$ cat config.mk
export PLATFORM = sky130hd
export DESIGN_NAME = serial_addsub
export DESIGN_NICKNAME = d
export VERILOG_FILES = /design/src/rtl/serial_addsub.sv
export SDC_FILE = /design/constraint.sdc
export NUM_CORES = 1
export LEC_CHECK = 0
export CAP_MARGIN = 15
export CORE_MARGIN = 1
export CORE_UTILIZATION = 50
export CTS_CLUSTER_DIAMETER = 150
export CTS_CLUSTER_SIZE = 28
export DETAILED_ROUTE_END_ITERATION = 8
export PLACE_DENSITY = 0.78
export SYNTH_ARGS = -nofsm -noshare
export SYNTH_HDL_FRONTEND = slang
export SYNTH_SLANG_ARGS = --single-unit
$ cat constraint.sdc
create_clock -name clk -period 2.1 [get_ports clk]
set_clock_uncertainty 0.1 [all_clocks]
set_input_delay 0.42 -clock clk [delete_from_list [all_inputs] [get_ports clk]]
set_output_delay 0.42 -clock clk [all_outputs]
set_load 0.005 [all_outputs]
$ cat src/rtl/serial_addsub.sv
// Digit-serial add/subtract unit: DIGIT bits per clock, NDIG cycles per operation,
// start/busy/done handshake with registered SUM, CO, OV and ZERO results.
module serial_addsub #(
    parameter int WIDTH = 8,
    parameter int DIGIT = 2
) (
    input  logic             clk,
    input  logic             rst_n,
    input  logic             start,
    input  logic             SUB,
    input  logic [WIDTH-1:0] A,
    input  logic [WIDTH-1:0] B,
    output logic             busy,
    output logic             done,
    output logic [WIDTH-1:0] SUM,
    output logic             CO,
    output logic             OV,
    output logic             ZERO
);

    localparam int NDIG = WIDTH / DIGIT;
    localparam int CW   = (NDIG > 1) ? $clog2(NDIG) : 1;
    localparam logic [CW-1:0] LAST = CW'(NDIG - 1);

    typedef enum logic {IDLE, RUN} state_t;

    state_t           state;
    logic [WIDTH-1:0] a_sh;
    logic [WIDTH-1:0] b_sh;
    logic             carry;
    logic [CW-1:0]    cnt;

    logic [DIGIT:0]   dsum;
    logic [DIGIT-1:0] d;
    logic             c;
    logic             c_msb;
    logic [WIDTH-1:0] sum_full;

    assign dsum = {1'b0, a_sh[DIGIT-1:0]} + {1'b0, b_sh[DIGIT-1:0]} + {{DIGIT{1'b0}}, carry};
    assign d    = dsum[DIGIT-1:0];
    assign c    = dsum[DIGIT];
    // Carry into the top bit of this digit, recovered from its sum bit and operand bits.
    assign c_msb = d[DIGIT-1] ^ a_sh[DIGIT-1] ^ b_sh[DIGIT-1];

    // a_sh doubles as the partial-sum register: result digits enter at the top
    // while operand digits leave at the bottom, so after NDIG steps it holds the sum.
    generate
        if (DIGIT == WIDTH) begin : g_single
            assign sum_full = d;
        end else begin : g_multi
            assign sum_full = {d, a_sh[WIDTH-1:DIGIT]};
        end
    endgenerate

    always_ff @(posedge clk or negedge rst_n) begin
        if (!rst_n) begin
            state <= IDLE;
            a_sh  <= '0;
            b_sh  <= '0;
            carry <= 1'b0;
            cnt   <= '0;
            busy  <= 1'b0;
            done  <= 1'b0;
            SUM   <= '0;
            CO    <= 1'b0;
            OV    <= 1'b0;
            ZERO  <= 1'b0;
        end else begin
            done <= 1'b0;
            case (state)
                IDLE: begin
                    if (start) begin
                        a_sh  <= A;
                        b_sh  <= B ^ {WIDTH{SUB}};
                        carry <= SUB;
                        cnt   <= '0;
                        busy  <= 1'b1;
                        state <= RUN;
                    end
                end
                RUN: begin
                    a_sh  <= sum_full;
                    b_sh  <= b_sh >> DIGIT;
                    carry <= c;
                    if (cnt == LAST) begin
                        cnt   <= '0;
                        SUM   <= sum_full;
                        CO    <= c;
                        OV    <= c_msb ^ c;
                        ZERO  <= (sum_full == '0);
                        done  <= 1'b1;
                        busy  <= 1'b0;
                        state <= IDLE;
                    end else begin
                        cnt <= cnt + 1'b1;
                    end
                end
                default: state <= IDLE;
            endcase
        end
    end

endmodule

Word-level counts from Yosys, hierarchy flattened:

Cells that the tools add are included.

* output and inout bits: 13
* logic and storage cells: 42
* register bits: 33

* mux-type cells: 17
* reduce and logical (&&, ||, !) cells: 3
* equal/unequal tests: 3
* add/subtract/negate cells: 3
* bitwise operators: 5

Operators with widths (count)
* case mux 8 bit (2 select lines): 2
* two-way mux 8 bit: 2
* logical NOT 8 bit: 1
* bitwise XOR 8 bit: 1
* two-way mux 1 bit: 7
* case mux 1 bit (2 select lines): 3
* two-way mux 2 bit: 2
* case mux 2 bit (2 select lines): 1
* AND reduction 2 bit: 2
* adder 2 x 2 -> 3 bit: 1
* adder 3 x 1 -> 3 bit: 1
* bitwise XOR 1 bit: 3
* adder 2 x 1 -> 2 bit (second input constant): 1
* equality test 2 bit (second input constant): 1
* != test 2 x 1 -> 1 bit (second input constant): 1
* != test 2 bit (second input constant): 1
* inverter 1 bit: 1

Longest topological paths before layout:

Gate-level depths: netlist of run 1.

* depth after elaboration: 5
* depth in mapped cells: 6
* mapped depth without buffers: 6

Least setup slack after synthesis of run 1:

Ideal clock, no wire load.

* path kind: flip-flop to flip-flop
* start point: reg a_sh[0]
* end point: reg OV
* required time: 1.881 ns
* period minus slack after synthesis: 1.905 ns
* slack: 0.195 ns
* buffers on the path: 0
* stages on the path, launching flop included: 7
* arrival: 1.686 ns
* cells stage by stage: dfrtp_1 -> inv_1 -> fa_1 -> fa_1 -> xnor2_1 -> xnor2_1 -> o21ai_2

* cells in the longest elaborated chain, start to end: 5

Ends and longest elaborated chain
* from (decl): line 28 `logic [WIDTH-1:0] a_sh;`
* from (signal assigned): line 82 `a_sh <= sum_full;`
* adder 2 x 2 -> 3 bit *: line 39 `assign dsum = {1'b0, a_sh[DIGIT-1:0]} + {1'b0, b_sh[DIGIT-1:0]} + {{DIGIT{1'b0}}, carry};`
* adder 3 x 1 -> 3 bit *: line 39
* bitwise XOR 1 bit (2 in series): line 43 `assign c_msb = d[DIGIT-1] ^ a_sh[DIGIT-1] ^ b_sh[DIGIT-1];`
* bitwise XOR 1 bit *: line 89 `OV <= c_msb ^ c;`
* to (signal assigned): line 89
* to (decl): line 17 `output logic OV,`

Mark *: on every way between the ends. The rest lies on a longest branch, timed or not.
A chain may end at the register's enable or synchronous reset.

Worst setup path in the final report of run 1:

Ends and elaborated chain as after synthesis.

==> results of run 1 <==
==> placed cells by master, fill, tap and decap left out, drive strengths merged <==
| cell type | synthesis | final |
|---|---|---|
| a211oi | 5 | 5 |
| a21oi | 3 | 3 |
| a22o | 1 | 1 |
| and4bb | 1 | 1 |
| buf | 8 | 4 |
| clkbuf | 1 | 8 |
| clkdlybuf4s50 | 0 | 32 |
| dfrtp | 33 | 33 |
| fa | 2 | 2 |
| ha | 1 | 1 |
| inv | 7 | 7 |
| mux2 | 6 | 6 |
| mux2i | 13 | 13 |
| nand2 | 19 | 19 |
| nand2b | 1 | 1 |
| nor2 | 5 | 5 |
| nor2b | 3 | 3 |
| nor4 | 1 | 1 |
| o21ai | 17 | 17 |
| o22ai | 1 | 1 |
| xnor2 | 5 | 5 |
| xor2 | 6 | 6 |
==> report_power, final <==
group          switching [mW]  internal, mW  leakage (nW)
sequential              0.199         0.925         0.409
combinational           0.523         0.688         0.468
clock                   0.203         0.133        0.0265
total                   0.925          1.75         0.904
==> through the flow <==
stage	cells	worst slack, ns
after detailed placement	210	0.109
after global routing	218	0.00194
final	218	0.104
after global placement	210	0.157
after CTS	218	0.0943
after floorplan	139	0.195
==> synth_stat cells (all sizes together) <==
cell    number
a211oi       5
a21oi        3
a22o         1
and4bb       1
buf          8
clkbuf       1
dfrtp       33
fa           2
ha           1
inv          7
mux2         6
mux2i       13
nand2       19
nand2b       1
nor2         5
nor2b        3
nor4         1
o21ai       17
o22ai        1
xnor2        5
xor2         6
==> worst paths after layout <==
kind / slack [ns] / endpoint / cells after the start
setup / recovery: 0.10 / OV$_DFFE_PN0P_ / 6
hold / removal: 0.37 / SUM[4]$_DFFE_PN0P_ / 2
setup reg to reg: 0.10 / OV$_DFFE_PN0P_ / 6
hold reg to reg: 0.39 / ZERO$_DFFE_PN0P_ / 2
max in group asynchronous: 1.24 / b_sh[3]$_DFFE_PN0P_ / 2
min in group clk: 0.39 / ZERO$_DFFE_PN0P_ / 2
==> layout make-up <==
| class | count | area [um^2] |
|---|---|---|
| well taps | 44 | 55.1 |
| fillers | 258 | 1090 |
| repair buffers | 36 | 350 |
| multi-input cells | 90 | 681 |
| flip-flops and latches | 33 | 826 |
| clock buffers | 8 | 48.8 |
| inverters | 7 | 26.3 |
==> registers in the layout (all words and copies together) (netlist names), 2 cells and up <==
register / count
cnt: 2
SUM: 8
b_sh: 8
a_sh: 8
==> logic make-up (layout without fill, tap and decap cells) <==
group / count (synthesis) / after routing
AO/OA/AOI/OAI: 27 / 27
XOR/XNOR: 11 / 11
adder cells (fa/ha/maj): 3 / 3
buffers and inverters: 16 / 51
flip-flops: 33 / 33
multiplexers: 19 / 19
AND/OR/NAND/NOR: 30 / 30
==> routing by layer <==
layer  part of all wire  up-vias  GRT usage
met4              0.018        0      0.102
li1                   -      536          -
met1               0.45      526      0.228
met2               0.48       30      0.310
met5                  0        -          0
met3              0.051        6     0.0480
==> results by group, run 1 <==
Synth
  • Seq cells post-synth: 33
  • Synthesized area per cell: 11.7 um^2
  • Mux share of post-synthesis cell area: 0.136
  • Sequential share of the synthesized area: 0.508
  • Yosys top cell area share: 0.508
  • Net Count, Synth: 162
  • Synth Area in Compound Gates: 0.105
  • Mapped Cells: 139
  • Synthesized area: 0.00162 mm^2
  • Adder-cell area share of the yosys netlist: 0.0324
  • Synth area leaders: dfrtp_1 51%, mux2i_1 8.0%, mux2_4 5.5%
  • Largest family of logic cells by synthesized area: multiplexers
  • Synth Area in Simple Gates: 0.0871
  • XOR/XNOR Fraction of Synth Area: 0.0593
  • Post-synth top area cell: dfrtp_1
  • Yosys cell types: 27
  • Yosys warns: 0

Timing
  • Slew @ Worst Pin: 0.510 ns
  • Fmax: 501 MHz
  • Relative slew slack: 0.659
  • Fin crit share: 0.950
  • Slew Viols, Final: 0
  • Minimum clock period: 2.00 ns
  • Setup TNS: 0 ns
  • Final hold slack: 0.368 ns
  • Final setup fails: 0
  • RSZ-0062 raised after global routing: no
  • Final Hold Fails: 0

Routing
  • TritonRoute pass-1 iters: 4
  • Total Wirelength: 2800 um
  • WL/cell: 12.8 um
  • Vias: 1098
  • DRT iter0 DRCs: 16
  • Antenna-violating nets left: 0
  • Post-DR vias/cell: 5.04
  • DR DRC count: 0

Global route
  • Largest net degree at the start of global routing: 37
  • Total gr overflow: 0
  • GRT Total Usage: 0.189
  • First-pass GRT wire length: 4730 um
  • Vias in the first global route: 1090
  • Initial antenna violation count: 0

Critical path
  • CP max FO: 4
  • Slowest cell on the critical path: fa_1
  • WP data required: 2.23 ns
  • Worst r2r src: a_sh[0]$_DFFE_PN0P_
  • Setup Crit Path Kind: reg2reg
  • CP startpoint: a_sh[0]$_DFFE_PN0P_
  • Worst path arrival time: 2.12 ns
  • Critical path buffer and inverter count: 1
  • CP Cell Sequence: inv_1 > fa_1 > fa_1 > xnor2_1 > xnor2_1 > o21ai_2
  • CP max stage delay: 0.51 ns
  • Largest delay share family, worst path: adder cells
  • CP Launch Type: register
  • Setup crit end kind: register

Floorplanning
  • Core area: 0.00308 mm^2
  • Row count: 20
  • Die Y: 59.0 um
  • Starting Density: 0.528
  • Boundary pin count: 33
  • Die extent in x: 59.0 um
  • Die ar.: 0.00348 mm^2

CTS
  • Setup repair bufs after CTS: 0
  • Resized cells post-CTS: 0
  • H-Tree Level Count: 2
  • CTS tree: done
  • Clk sinks: 33
  • Root Buffer: clkbuf_4
  • Worst-case clock buffer depth: 2
  • # hold bufs at CTS: 0
  • CTS buffer count: 5
  • Clk slew on worst S/H paths: 0.09 ns
  • Worst-Skew Late Latency: 0.33 ns

Status
  • Status: finished, final reports clean

Cells and area
  • Final-stage net count: 196
  • Fin util: 0.646
  • Share of cells above drive strength 1: 0.121
  • # diodes: 0
  • Finished Cell Area: 0.00199 mm^2
  • Area Growth Syn to Fin: 22.3%

Placement
  • Placed cell area: 0.00194 mm^2
  • Hpwl dp: 2060 um
  • Routability cong.: 0.746
  • Port bufs: 32

Power and ir drop
  • Leak: 0.904 nW
  • Peak VDD IR: 0.000621 V
  • Power Dens Cells: 1340 mW/mm^2
  • Final Power: 2.67 mW

Min path
  • Hold Crit Class: in2async

Job
  • Max cap viols: 0
Power figures use the tool's default switching activity.
==> run 2, diff against run 1 <==
--- a/config.mk
+++ b/config.mk
@@ -7,11 +7,11 @@
 export LEC_CHECK = 0
 export CAP_MARGIN = 15
 export CORE_MARGIN = 1
-export CORE_UTILIZATION = 50
+export CORE_UTILIZATION = 45
 export CTS_CLUSTER_DIAMETER = 150
 export CTS_CLUSTER_SIZE = 28
 export DETAILED_ROUTE_END_ITERATION = 8
-export PLACE_DENSITY = 0.78
+export PLACE_DENSITY = 0.74
 export SYNTH_ARGS = -nofsm -noshare
 export SYNTH_HDL_FRONTEND = slang
 export SYNTH_SLANG_ARGS = --single-unit
==> constraint.sdc (replaced) <==
create_clock -name clk -period 1.7 [get_ports clk]
set_clock_uncertainty 0.1 [all_clocks]
set_input_delay 0.34 -clock clk [delete_from_list [all_inputs] [get_ports clk]]
set_output_delay 0.34 -clock clk [all_outputs]
set_load 0.005 [all_outputs]
==> run 2 against run 1 <==
  * Clock-buffer cell count down 1
  * Sequential share of layout area shrank 2.0 points
  * Wire length increased by 12%
  * Via count increased by 2.2%
  * Maximum frequency up 1.2%
  * Die area increased by 11%
  * Register-to-register slack worse by 0.38 ns
  * Design area up 5.0%
  * Critical endpoint is now ZERO$_DFFE_PN0P_
  * Largest cell class unchanged
  * The run now ends with negative setup slack left
  * Sequential power is 24% higher
==> results by group, run 2 (synthesized netlist as in run 1, its figures left out) <==
CTS
  • # hold bufs at CTS: 0 (unchanged)
  • H-Tree Level Count: 2 (unchanged)
  • Clk sinks: 33 (unchanged)
  • CTS tree: done
  • Worst-Skew Late Latency: 0.33 ns (about the same)
  • CTS buffer count: 5 (unchanged)
  • Clk slew on worst S/H paths: 0.10 ns (about the same)
  • Worst-case clock buffer depth: 2 (unchanged)
  • Root Buffer: clkbuf_4

Timing
  • Fin crit share: 1.16 (+0.210)
  • Fmax: 507 MHz (+1.2%)
  • Slew Viols, Final: 0 (unchanged)
  • Relative slew slack: 0.720 (+0.0612)
  • Minimum clock period: 1.97 ns (-0.0232 ns)
  • Final Hold Fails: 0 (unchanged)
  • Slew @ Worst Pin: 0.420 ns (-0.0901 ns)
  • RSZ-0062 raised after global routing: yes
  • Final setup margin: -0.272 ns (-0.377 ns)
  • Setup TNS: -0.807 ns (-0.807 ns)
  • Final hold slack: 0.306 ns (-0.0625 ns)
  • Final setup fails: 4 (+4)

Routing
  • WL/cell: 13.9 um (+8.0%)
  • Vias: 1122 (+2.2%)
  • Total Wirelength: 3130 um (+12%)
  • DRT iter0 DRCs: 49 (+33)
  • DR DRC count: 0 (unchanged)
  • Post-DR vias/cell: 4.96 (-1.4%)
  • Antenna-violating nets left: 0 (unchanged)
  • TritonRoute pass-1 iters: 4 (unchanged)

Critical path
  • Setup Crit Path Kind: reg2reg
  • Register-to-Register Path Depth: 6 (unchanged)
  • CP Launch Type: register
  • Setup crit end kind: register
  • WP data required: 1.87 ns (-0.36 ns)
  • CP max FO: 3 (-1)
  • Worst path arrival time: 2.14 ns (+0.02 ns)

Global route
  • Total gr overflow: 0 (unchanged)
  • First-pass GRT wire length: 5260 um (+11%)
  • Largest net degree at the start of global routing: 34 (-8.1%)
  • GRT Total Usage: 0.196 (+0.00716)
  • Vias in the first global route: 1222 (+12%)
  • Initial antenna violation count: 0 (unchanged)

Cells and area
  • Layout fillers: 281 (+8.9%)
  • Register area: 826 um^2 (unchanged)
  • # diodes: 0 (unchanged)
  • Commonest cells after routing, fill and taps aside: 33 x dfrtp_1, 28 x clkdlybuf4s50_1, 17 x nand2_1
  • Final std cells w/o fill: 226 (+3.7%)
  • Share of cells above drive strength 1: 0.189 (+0.0682)
  • Top flop regs: SUM: 8 flops, a_sh: 8 flops, b_sh: 8 flops
  • Commonest non-fill, non-tap cell in the layout: dfrtp_1
  • Area Growth Syn to Fin: 28.4%
  • Multi-input gate area: 692 um^2 (+1.7%)
  • Final-stage net count: 203 (+3.6%)

Floorplanning
  • Core area: 0.00339 mm^2 (+10%)
  • Starting Density: 0.479 (-0.0485)
  • Die Y: 62.1 um (+5.2%)
  • Boundary pin count: 33 (unchanged)
  • Row count: 21 (+5.0%)
  • Die ar.: 0.00385 mm^2 (+11%)
  • Die extent in x: 62.1 um (+5.2%)

Power and ir drop
  • Peak VDD IR: 0.000832 V (+34%)
  • Power Dens Cells: 1730 mW/mm^2 (+28%)
  • Leak: 0.994 nW (+10%)

Placement
  • Routability cong.: 0.748 (+0.34%)
  • Port bufs: 32 (unchanged)
  • Placed instance count: 215 (+2.4%)
  • Hpwl dp: 2130 um (+3.4%)

Status
  • Status: finished with violations
  • Failing checks: negative setup slack

Job
  • Max cap viols: 0 (unchanged)

Min path
  • Hold Crit Class: in2async
==> run 2: cell count changes in the layout (fill, tap and decap cells not counted), sizes merged <==
cell	previous run	this run
buf	4	11
dlymetal6s2s	0	4
clkdlybuf4s50	32	28
clkbuf	8	7
==> run 2: report_power, final <==
| group | internal [mW] | switching (mW) |
|---|---|---|
| clock | 0.195 | 0.253 |
| combinational | 1.03 | 0.731 |
| sequential | 1.14 | 0.252 |
| total | 2.37 | 1.24 |
==> run 2: worst paths after layout <==
| path | from | to | slack, ns |
|---|---|---|---|
| setup reg to reg | carry$_DFFE_PN0P_ | ZERO$_DFFE_PN0P_ | -0.27 |
| hold / removal | rst_n | SUM[3]$_DFFE_PN0P_ | 0.31 |
| min in group clk | OV$_DFFE_PN0P_ | OV$_DFFE_PN0P_ | 0.39 |
| setup / recovery | carry$_DFFE_PN0P_ | ZERO$_DFFE_PN0P_ | -0.27 |
| max in group asynchronous | rst_n | a_sh[4]$_DFFE_PN0P_ | 0.89 |
| hold reg to reg | OV$_DFFE_PN0P_ | OV$_DFFE_PN0P_ | 0.39 |
==> run 2: what timing repair did <==
item	4_1_cts	5_1_grt
pin swaps	4	1
endpoints found under the setup margin	6	10
gates cloned	0	0
hold endpoints to repair	0	0
buffers inserted	0	4
resized for setup	1	7
==> run 2: per-layer routing <==
layer	share of wire	routed length (um)	vias to the layer above	track usage
met1	0.44	1380	544	0.223
met3	0.040	125	8	0.0663
met2	0.50	1560	22	0.330
li1	-	-	548	-
met5	0	0	-	0
met4	0.021	65	0	0.0952
==> run 2: critical path, cell delays in order, from the launching register on <==
cell and delay (ns):
dfrtp_1 0.37, inv_2 0.05, fa_2 0.39, fa_2 0.57, and4bb_2 0.24, nand2_2 0.06, o21ai_2 0.12
==> run 2: cell type report <==
cell class / count / share of cell area
Sequential cell: 33 / 0.396
Multi-Input combinational cell: 90 / 0.332
Clock buffer: 7 / 0.0264
Tap cell: 46 / 0.0276
Timing Repair Buffer: 43 / 0.206
Inverter: 7 / 0.0126
==> run 2: through the flow <==
| stage | instance area, um^2 | setup WS (ns) | util | power (mW) |
|---|---|---|---|---|
| floorplan | 1630 | -0.175 | - | 2.43 |
| global route | 2090 | -0.349 | 0.615 | 3.92 |
| CTS | 2040 | -0.259 | 0.601 | 3.51 |
| global placement | 1980 | -0.187 | 0.584 | 2.95 |
| finish | 2090 | -0.272 | 0.615 | 3.60 |
| detailed placement | 1980 | -0.258 | 0.584 | 3.04 |
==> run 3, diff against run 2 <==
--- a/config.mk
+++ b/config.mk
@@ -5,7 +5,7 @@
 export SDC_FILE = /design/constraint.sdc
 export NUM_CORES = 1
 export LEC_CHECK = 0
-export CAP_MARGIN = 15
+export CAP_MARGIN = 30
 export CORE_MARGIN = 1
 export CORE_UTILIZATION = 45
 export CTS_CLUSTER_DIAMETER = 150
==> results of run 3 <==
Final layout, timing and power as in run 2 (identical DEF).
==> RTL change (config.mk and constraints of run 1) <==
Make the reset (`rst_n`) synchronous in one clocked block.
--- a/src/rtl/serial_addsub.sv
+++ b/src/rtl/serial_addsub.sv
@@ -53,5 +53,5 @@
     endgenerate
 
-    always_ff @(posedge clk or negedge rst_n) begin
+    always_ff @(posedge clk) begin
         if (!rst_n) begin
             state <= IDLE;
Formal check against the unedited RTL: differs if rst_n is asserted again (counterexample within 4 cycles, from zero or initial values and one cycle with rst_n low); with rst_n held inactive, the same outputs for 10 cycles.
==> RTL change against run 1 <==
Final area down 2.0%; setup slack worse by 19 ps; first-iteration DRC count rose to 2.5 times the old value; hold slack better by 0.57 ps; wire length up 7.6%; via count up 13%; area after synthesis down 5.2%; the flow now finishes with violations (design-rule violations); global-route usage up 1.7 points; sequential cell count unchanged.
Power is not compared: it rests on default switching activity, and its combinational part moved more than twofold at a synthesized area within 25%.
==> RTL change: results (changes against run 1) <==
- Layout Nets: 221 (was 196)
- H-tree depth: 2 (unchanged)
- WP data arrival: 2100 ps (was 2120 ps)
- Worst-Margin Slew: 609 ps (was 510 ps)
- Final HPWL DP: 2.19 mm (was 2.06 mm)
- Failing checks: design-rule violations
- Pre-antenna DRT Iters: 6 (was 4)
- Tot GR Track Use: 20.6% (was 18.9%)
- Fill count: 229 (was 258)
- Vias: 1238 (was 1098)
- Initial antenna violation count: 0 (unchanged)
- VDD IR-drop max: 0.429 mV
- Share of cells above drive strength 1: 10.6% (was 12.1%)
- Input/output buffers: 32 (unchanged)
- ANT cells: 0 (unchanged)
- Async S/R FF share, synth: 0% (was 100%)
- Routed WL: 3.01 mm (was 2.80 mm)
- Largest net degree at the start of global routing: 33 (was 37)
- Syn nets: 187 (was 162)
- Leakage: around 0.8 nW
- Cts bufs inserted: 5 (unchanged)
- DR DRC count: 2 (was 0)
- DP Worst Slack: 45.9 ps (was 109 ps)
- Synthesis warning total: 0 (unchanged)
- GPL Wtd Cong: 0.766 (was 0.746)
- Register area share after synthesis: 42.9% (was 50.8%)
- Worst skew pair latency: about 320 ps
- Status: finished with violations (was finished, final reports clean)
- Synth cell types: 31 (was 27)
- Hold WC Path Type: flop to flop (was input pin to async pin)
- DRT iter0 DRCs: 40 (was 16)
- Top post-synthesis cells by count: dfxtp_1, nand2_1, mux2i_1 (was dfrtp_1, nand2_1, o21ai_1)
- Biggest regs: SUM: 8 flops, a_sh: 8 flops, b_sh: 8 flops (unchanged)
- Maximum fanout along the worst path: 4 (unchanged)
- Leading post-synthesis cells by cell area: dfxtp_1, mux2i_1, nand2_1, xor2_1, o211a_1 (was dfrtp_1, mux2i_1, mux2_4, o21ai_1, nand2_1)
- First-pass GRT wire length: 5.26 mm (was 4.73 mm)
- CTS Root Cell: clkbuf_4 (unchanged)
- Clock buffer depth: 2 (unchanged)
- Post-CTS Repair Setup Buffers: 0 (unchanged)
- Clock-pin slew on the worst setup and hold paths: 90 ps (about the same)
- Vias in the first global route: 1253 (was 1090)
RTL change: changes by cell type after synthesis, moves of 4 or more:
cell      delta
dfxtp_1     +33
o211a_1      +6
o21ai_1      -7
a21boi_0     +6
mux2_4       -6
nand2_1      +9
dfrtp_1     -33
nand3_1      +7
o21ai_0      +6
buf_4        +4
and2_1       +7
RTL change: routing by layer:
| metal | track usage (%) | vias up | part of all wire (%) |
|---|---|---|---|
| met2 | 34.6 | 29 | 47 |
| met1 | 24.7 | 578 | 46 |
| met4 | 8.01 | 0 | 1.7 |
| met3 | 6.12 | 7 | 4.5 |
| met5 | 0 | - | 0 |
| li1 | - | 624 | - |
RTL change: final cells by class:
type | count | area [sq um] | area share [%]
flip-flops and latches | 33 | 662 | 34.0
well taps | 31 | 38.8 | 1.99
multi-input cells | 115 | 807 | 41.5
inverters | 5 | 18.8 | 0.964
clock buffers | 7 | 55.1 | 2.83
repair buffers | 38 | 365 | 18.8
RTL change: power breakdown:
group          switching [mW]  internal, mW
logic                  0.0941         0.121
registers              0.0220         0.656
clock network           0.190         0.158
total                   0.306         0.935
RTL change: timing repair:
item	in CTS	in global routing
hold endpoints to repair	0	0
gates resized for setup	0	6
endpoints found under the setup margin	0	2
RTL change: path summary, 6_finish.rpt:
check                           startpoint  endpoint  slack [ps]  depth (start not counted)
worst min register to register        ZERO      ZERO         370                          2
worst max-delay path                 carry        OV          90                          6
worst max register to register       carry        OV          90                          6
worst min-delay path                  ZERO      ZERO         370                          2
RTL change: cell families (layout without fill, tap and decap cells):
family,Yosys count,count (layout),share of synthesized area (%)
mux,15,15,9.91
flops,33,33,42.9
compound gates,32,32,14.3
fa+ha+maj,3,3,3.41
simple gates,54,54,17.2
xor+xnor,11,11,6.26
buf+inv,16,50,6.01
RTL change: worst max-delay path, cell delays in order (launching register included):
cell     delay [ps]
dfxtp_1         310
inv_1            60
fa_2            390
fa_2            600
xor2_1          190
xnor2_1         160
a21oi_2          80
RTL change: metrics by stage:
step                      instance area (sq um)  util (%)  hold WS, ps  instances  power [mW]
after floorplan                            1540         -          343        164       0.819
after global placement                     1870      66.1          348        222       0.884
after detailed placement                   1870      66.1          360        222       0.892
after CTS                                  1930      68.1          374        229        1.24
after global routing                       1950      68.8          406        229        1.31
final                                      1950      68.8          369        229        1.24
